==> src/rtl/uart_pkg.sv <==
`default_nettype none
// ============================================================================
//  Module   : uart_pkg
//  Purpose  : Shared UART constants: FSM state encoding and baud divisor.
//  Revision : 1.0  initial release
// ============================================================================

package uart_pkg;

   localparam int STATE_W = 3;

   localparam logic [2:0] S_IDLE      = 3'd0;
   localparam logic [2:0] S_START     = 3'd1;
   localparam logic [2:0] S_DATA      = 3'd2;
   localparam logic [2:0] S_STOP      = 3'd3;
   localparam logic [2:0] S_WAIT_IDLE = 3'd4;

   // Integer-truncated clock cycles per line bit.
   function automatic int clks_per_bit(input int freq, input int baud);
      return freq / baud;
   endfunction

endpackage

`default_nettype wire

==> src/rtl/sync_2ff.sv <==
`default_nettype none
// ============================================================================
//  Module   : sync_2ff
//  Purpose  : Generic two-flop synchronizer for asynchronous inputs.
//  Revision : 1.0  initial release
// ============================================================================

module sync_2ff #(
   parameter int   WIDTH     = 1,
   parameter logic RESET_VAL = 1'b0
) (
   input  logic             clk,
   input  logic             rst,
   input  logic [WIDTH-1:0] i_d,
   output logic [WIDTH-1:0] o_q
);

   logic [WIDTH-1:0] r_meta;
   logic [WIDTH-1:0] r_sync;

   always_ff @(posedge clk) begin
      if (rst) begin
         r_meta <= {WIDTH{RESET_VAL}};
         r_sync <= {WIDTH{RESET_VAL}};
      end else begin
         r_meta <= i_d;
         r_sync <= r_meta;
      end
   end

   assign o_q = r_sync;

endmodule

`default_nettype wire

==> src/rtl/uart_rx.sv <==
`default_nettype none
// ============================================================================
//  Module   : uart_rx
//  Purpose  : 8N1 UART receiver with one-byte buffer and valid/ready output.
//  Revision : 1.0  initial release
// ============================================================================

module uart_rx
   import uart_pkg::*;
#(
   parameter int CLK_FREQ  = 100000000,
   parameter int BAUD      = 115200,
   parameter int DATA_BITS = 8
) (
   input  logic                 clk_i,
   input  logic                 reset_i,
   input  logic                 rx_i,
   output logic [DATA_BITS-1:0] data_o,
   output logic                 valid_o,
   input  logic                 ready_i,
   output logic                 frame_err_o,
   output logic                 overrun_o,
   output logic                 busy_o
);

   localparam int CLKS_PER_BIT = clks_per_bit(CLK_FREQ, BAUD);
   localparam int HALF_BIT     = CLKS_PER_BIT / 2;
   localparam int BAUD_W       = $clog2(CLKS_PER_BIT);
   localparam int BIT_W        = $clog2(DATA_BITS + 1);

   localparam logic [BAUD_W-1:0] C_HALF_LAST = BAUD_W'(HALF_BIT - 1);
   localparam logic [BAUD_W-1:0] C_BIT_LAST  = BAUD_W'(CLKS_PER_BIT - 1);
   localparam logic [BIT_W-1:0]  C_LAST_DATA = BIT_W'(DATA_BITS - 1);

   logic                  w_rx_s;
   logic                  w_bit_tick;

   logic [STATE_W-1:0]    r_state;
   logic [BAUD_W-1:0]     r_baud_cnt;
   logic [BIT_W-1:0]      r_bit_cnt;
   logic [DATA_BITS-1:0]  r_shift;
   logic                  r_load_pend;
   logic                  r_frame_err;

   logic [DATA_BITS-1:0]  r_data;
   logic                  r_valid;
   logic                  r_overrun;

   // Idle-high line: preset the synchronizer to 1 so reset never fakes a start.
   sync_2ff #(
      .WIDTH     (1),
      .RESET_VAL (1'b1)
   ) u_sync_rx (
      .clk (clk_i),
      .rst (reset_i),
      .i_d (rx_i),
      .o_q (w_rx_s)
   );

   assign w_bit_tick = (r_baud_cnt == C_BIT_LAST);

   always_ff @(posedge clk_i) begin
      if (reset_i) begin
         r_state     <= S_IDLE;
         r_baud_cnt  <= '0;
         r_bit_cnt   <= '0;
         r_shift     <= '0;
         r_load_pend <= 1'b0;
         r_frame_err <= 1'b0;
      end else begin
         r_load_pend <= 1'b0;
         r_frame_err <= 1'b0;
         case (r_state)
            S_IDLE: begin
               if (!w_rx_s) begin
                  r_state    <= S_START;
                  r_baud_cnt <= '0;
               end
            end
            S_START: begin
               // Confirm the start bit at its midpoint; this also sets the
               // mid-bit phase used for every later sample.
               if (r_baud_cnt == C_HALF_LAST) begin
                  r_baud_cnt <= '0;
                  r_bit_cnt  <= '0;
                  r_state    <= w_rx_s ? S_IDLE : S_DATA;
               end else begin
                  r_baud_cnt <= r_baud_cnt + BAUD_W'(1);
               end
            end
            S_DATA: begin
               if (w_bit_tick) begin
                  r_baud_cnt <= '0;
                  r_shift    <= {w_rx_s, r_shift[DATA_BITS-1:1]};
                  r_bit_cnt  <= r_bit_cnt + BIT_W'(1);
                  if (r_bit_cnt == C_LAST_DATA) begin
                     r_state <= S_STOP;
                  end
               end else begin
                  r_baud_cnt <= r_baud_cnt + BAUD_W'(1);
               end
            end
            S_STOP: begin
               if (w_bit_tick) begin
                  r_baud_cnt <= '0;
                  if (w_rx_s) begin
                     r_load_pend <= 1'b1;
                     r_state     <= S_IDLE;
                  end else begin
                     r_frame_err <= 1'b1;
                     r_state     <= S_WAIT_IDLE;
                  end
               end else begin
                  r_baud_cnt <= r_baud_cnt + BAUD_W'(1);
               end
            end
            S_WAIT_IDLE: begin
               if (w_rx_s) begin
                  r_state <= S_IDLE;
               end
            end
            default: begin
               r_state <= S_IDLE;
            end
         endcase
      end
   end

   // Output buffer. The shift register is untouched while r_load_pend is
   // high because the FSM is back in IDLE and cannot reach DATA yet.
   always_ff @(posedge clk_i) begin
      if (reset_i) begin
         r_data    <= '0;
         r_valid   <= 1'b0;
         r_overrun <= 1'b0;
      end else begin
         r_overrun <= 1'b0;
         if (r_valid && ready_i) begin
            r_valid <= 1'b0;
         end
         if (r_load_pend) begin
            if (!r_valid || ready_i) begin
               r_data  <= r_shift;
               r_valid <= 1'b1;
            end else begin
               r_overrun <= 1'b1;
            end
         end
      end
   end

   assign data_o      = r_data;
   assign valid_o     = r_valid;
   assign frame_err_o = r_frame_err;
   assign overrun_o   = r_overrun;
   assign busy_o      = (r_state != S_IDLE);

endmodule

`default_nettype wire
==> config.mk <==
export PLATFORM = sky130hd
export DESIGN_NAME = uart_rx
export DESIGN_NICKNAME = d
export VERILOG_FILES = /design/src/rtl/uart_pkg.sv /design/src/rtl/sync_2ff.sv /design/src/rtl/uart_rx.sv
export SDC_FILE = /design/constraint.sdc
export NUM_CORES = 1
export LEC_CHECK = 0
export ABC_AREA = 1
export CORE_MARGIN = 4
export CORE_UTILIZATION = 40
export DETAILED_ROUTE_END_ITERATION = 8
export PLACE_DENSITY_LB_ADDON = 0.08
export SYNTH_ARGS = -nofsm -noshare
export SYNTH_HDL_FRONTEND = slang
export SYNTH_SLANG_ARGS = --single-unit
==> constraint.sdc <==
create_clock -name clk_i -period 2.8 [get_ports clk_i]
set_clock_uncertainty 0.05 [all_clocks]
set_input_delay 0.42 -clock clk_i [delete_from_list [all_inputs] [get_ports clk_i]]
set_output_delay 0.42 -clock clk_i [all_outputs]
set_load 0.005 [all_outputs]
==> impl_metrics.toml <==
[outcome]
status = "complete, no violations"

[timing]
whs_ps = 359.6
period_share_pct = 65.95
worst-slew-pin-transition_ps = 803.2
finalHoldViolCount = 0
maxSlewViolCount = 0
setup_viol = 0
min_period_ps = 1846
layout_setup_ws_ps = 953.5
rsz0062_at_grt = "false"
maxSlewHeadroom_pct = 46.26
timing.fmax_mhz = 541.6
fin_setup_tns_ps = 0

[power_and_ir_drop]
p_leak_uw = 0.0008809
p_per_area_nw_per_um2 = 774.2
switching_share_pct = 33.91
p_switching_uw = 576.1
seq_power_share_pct = 36.5
clockPowerShare_pct = 32.7
power.internal_uw = 1123
max-vdd-ir-drop_v = 0.0006004
combPwrFrac_pct = 30.8

[setup_path]
crit_required_ps = 2330
cp_max_fo = 5
crit_type = "reg2out"
end_kind = "output pin"
crit_arrival_ps = 1380
startpoint_type = "register"

[yosys]
ys_ff_latch = 39
avgSynthCellArea_um2 = 7.168
synthTopCellsByArea = "dfxtp_1 42%, nand2_1 11%, a21oi_1 7.7%"
synth_nets = 269
synth_area_leader_cell = "dfxtp_1"
synthCells = 262
yosys_warnings = 0
yosysUniqueCellTypes = 24
netlist_area_um2 = 1878
ys_seq_area_share_pct = 41.57
synth_top_area_share_pct = 41.57

[floorplan]
die_h_um = 76.52
die_w_um = 76.52
rows = 24
pin_count = 16
die_area_um2 = 5855
core_area_um2 = 4444
start_util_pct = 42.26

[place]
port_buffers = 15
post-place-ws_ps = 773.0
dp_hpwl_um = 2743
gp_congestion = 0.8271

[detailed_routing]
drt_iter0_markers = 105
vias = 1584
vias_per_cell = 4.771
routedWlPerCell_um = 11.18
first_pass_iters = 4
ant_nets = 0
route.detailed.drc = 0
wl_um = 3712

[clock_network]
tritoncts = "done"
cts_hold_buffers = 0
htreeDepth = 2
clock-root-buffer = "clkbuf_8"
cts_num_sinks = 39
clock_path_buffers = 2
post_cts_buffers = 0
cts_made_buffers = 5
clk_pin_slew_ps = 80
clk_latency_ps = 290
ctsResizeCount = 0

[global_routing]
grt_max_degree = 18
track_usage_pct = 13.41
antenna_found_initial = 0
overflow = 0
grt_pass1_wl_um = 6541
grt_pass1_vias = 1470

[layout]
nets = 286
syn_to_final_growth_pct = 16.86
fin_util_pct = 49.38
final_layout_size_suffix_gt1_share_pct = 12.86
antennaDiodeCount = 0

[min_path]
min_path_type = "reg2reg"

[job]
timing.max_cap.violations = 0
==> power by group through the flow <==
stage	sequential, µW	combinational, µW	clock [µW]
CTS	620	526	570
detailed placement	633	524	0
global placement	633	528	0
floorplan	626	432	0
finish	620	523	555
global route	626	596	596
==> final timing paths <==
kind | start | end | slack (ps) | cells past startpoint
min reg2reg | u_sync_rx.r_meta | u_sync_rx.o_q | 360 | 1
min | u_sync_rx.r_meta | u_sync_rx.o_q | 360 | 1
max reg2reg | r_baud_cnt[0] | r_bit_cnt[1] | 1140 | 8
max | r_state[2] | busy_o | 950 | 3
==> through the flow <==
stage / total power [µW] / cell area (µm²) / std cells
2_1_floorplan: 1057 / 1878 / 262
3_3_place_gp: 1161 / 2062 / 324
3_5_place_dp: 1157 / 2062 / 324
4_1_cts: 1715 / 2195 / 332
5_1_grt: 1819 / 2195 / 332
6_report: 1699 / 2195 / 332
==> Yosys cell counts <==
library cell / n
a21o_1: 1
a21oi_1: 29
a21oi_2: 1
buf_1: 1
buf_2: 4
buf_6: 2
dfxtp_1: 39
ha_1: 3
inv_1: 35
inv_2: 4
nand2_1: 56
nand2_2: 4
nand2_4: 4
nand3_1: 15
nand3_2: 2
nand3_4: 2
nand4_1: 3
nor2_1: 20
nor2_2: 7
nor3_1: 4
nor3_2: 1
o21ai_0: 19
o21ai_1: 4
or2_2: 2
==> critical path, stage by stage, from the launching register on <==
cell and delay, ps:
dfxtp_1 430, inv_2 90, nand2_1 70, clkdlybuf4s50_1 500
==> final cells by class <==
cell class	instances	area [µm²]
fillers	471	2250
multi-input cells	177	904.6
flip-flops and latches	39	780.7
repair buffers	17	165.2
inverters	39	146.4
clock buffers	6	72.57
well taps	52	65.06
clock inverters	2	60.06
==> per-layer routing <==
metal  GRT usage, %  vias up  wire [µm]
met2          19.77       23       1541
met1          19.03      689       2015
met5              0        -          0
li1               -      868          -
met4          5.254        0         34
met3          2.719        4        121
==> placed cells by master, fill, tap and decap left out <==
cell,n
or2_2,2
a21oi_1,29
nor2_2,7
inv_1,35
nand4_1,3
clkbuf_1,1
nand2_1,56
a21oi_2,1
inv_2,4
o21ai_1,4
nand2_4,4
nand3_1,15
o21ai_0,19
buf_4,2
nand3_2,2
a21o_1,1
clkbuf_8,5
nor3_1,4
nor2_1,20
nand2_2,4
dfxtp_1,39
nand3_4,2
clkdlybuf4s50_1,15
ha_1,3
nor3_2,1
bufinv_16,2
==> sequential cells by signal (all words and copies together), names as in the netlist, 3 cells and up <==
register,count
data_o,8
r_baud_cnt,10
r_bit_cnt,4
r_shift,8
r_state,3
==> cell families (layout without fill, tap and decap cells) <==
family | count (synthesis) | count (layout) | synth area share [%]
AO/OA/AOI/OAI | 54 | 54 | 14.72
adder cells (fa/ha/maj) | 3 | 3 | 1.999
flip-flops | 39 | 39 | 41.57
AND/OR/NAND/NOR | 120 | 120 | 31.44
buffers and inverters | 46 | 64 | 10.26
(Power assumes the default switching activity.)
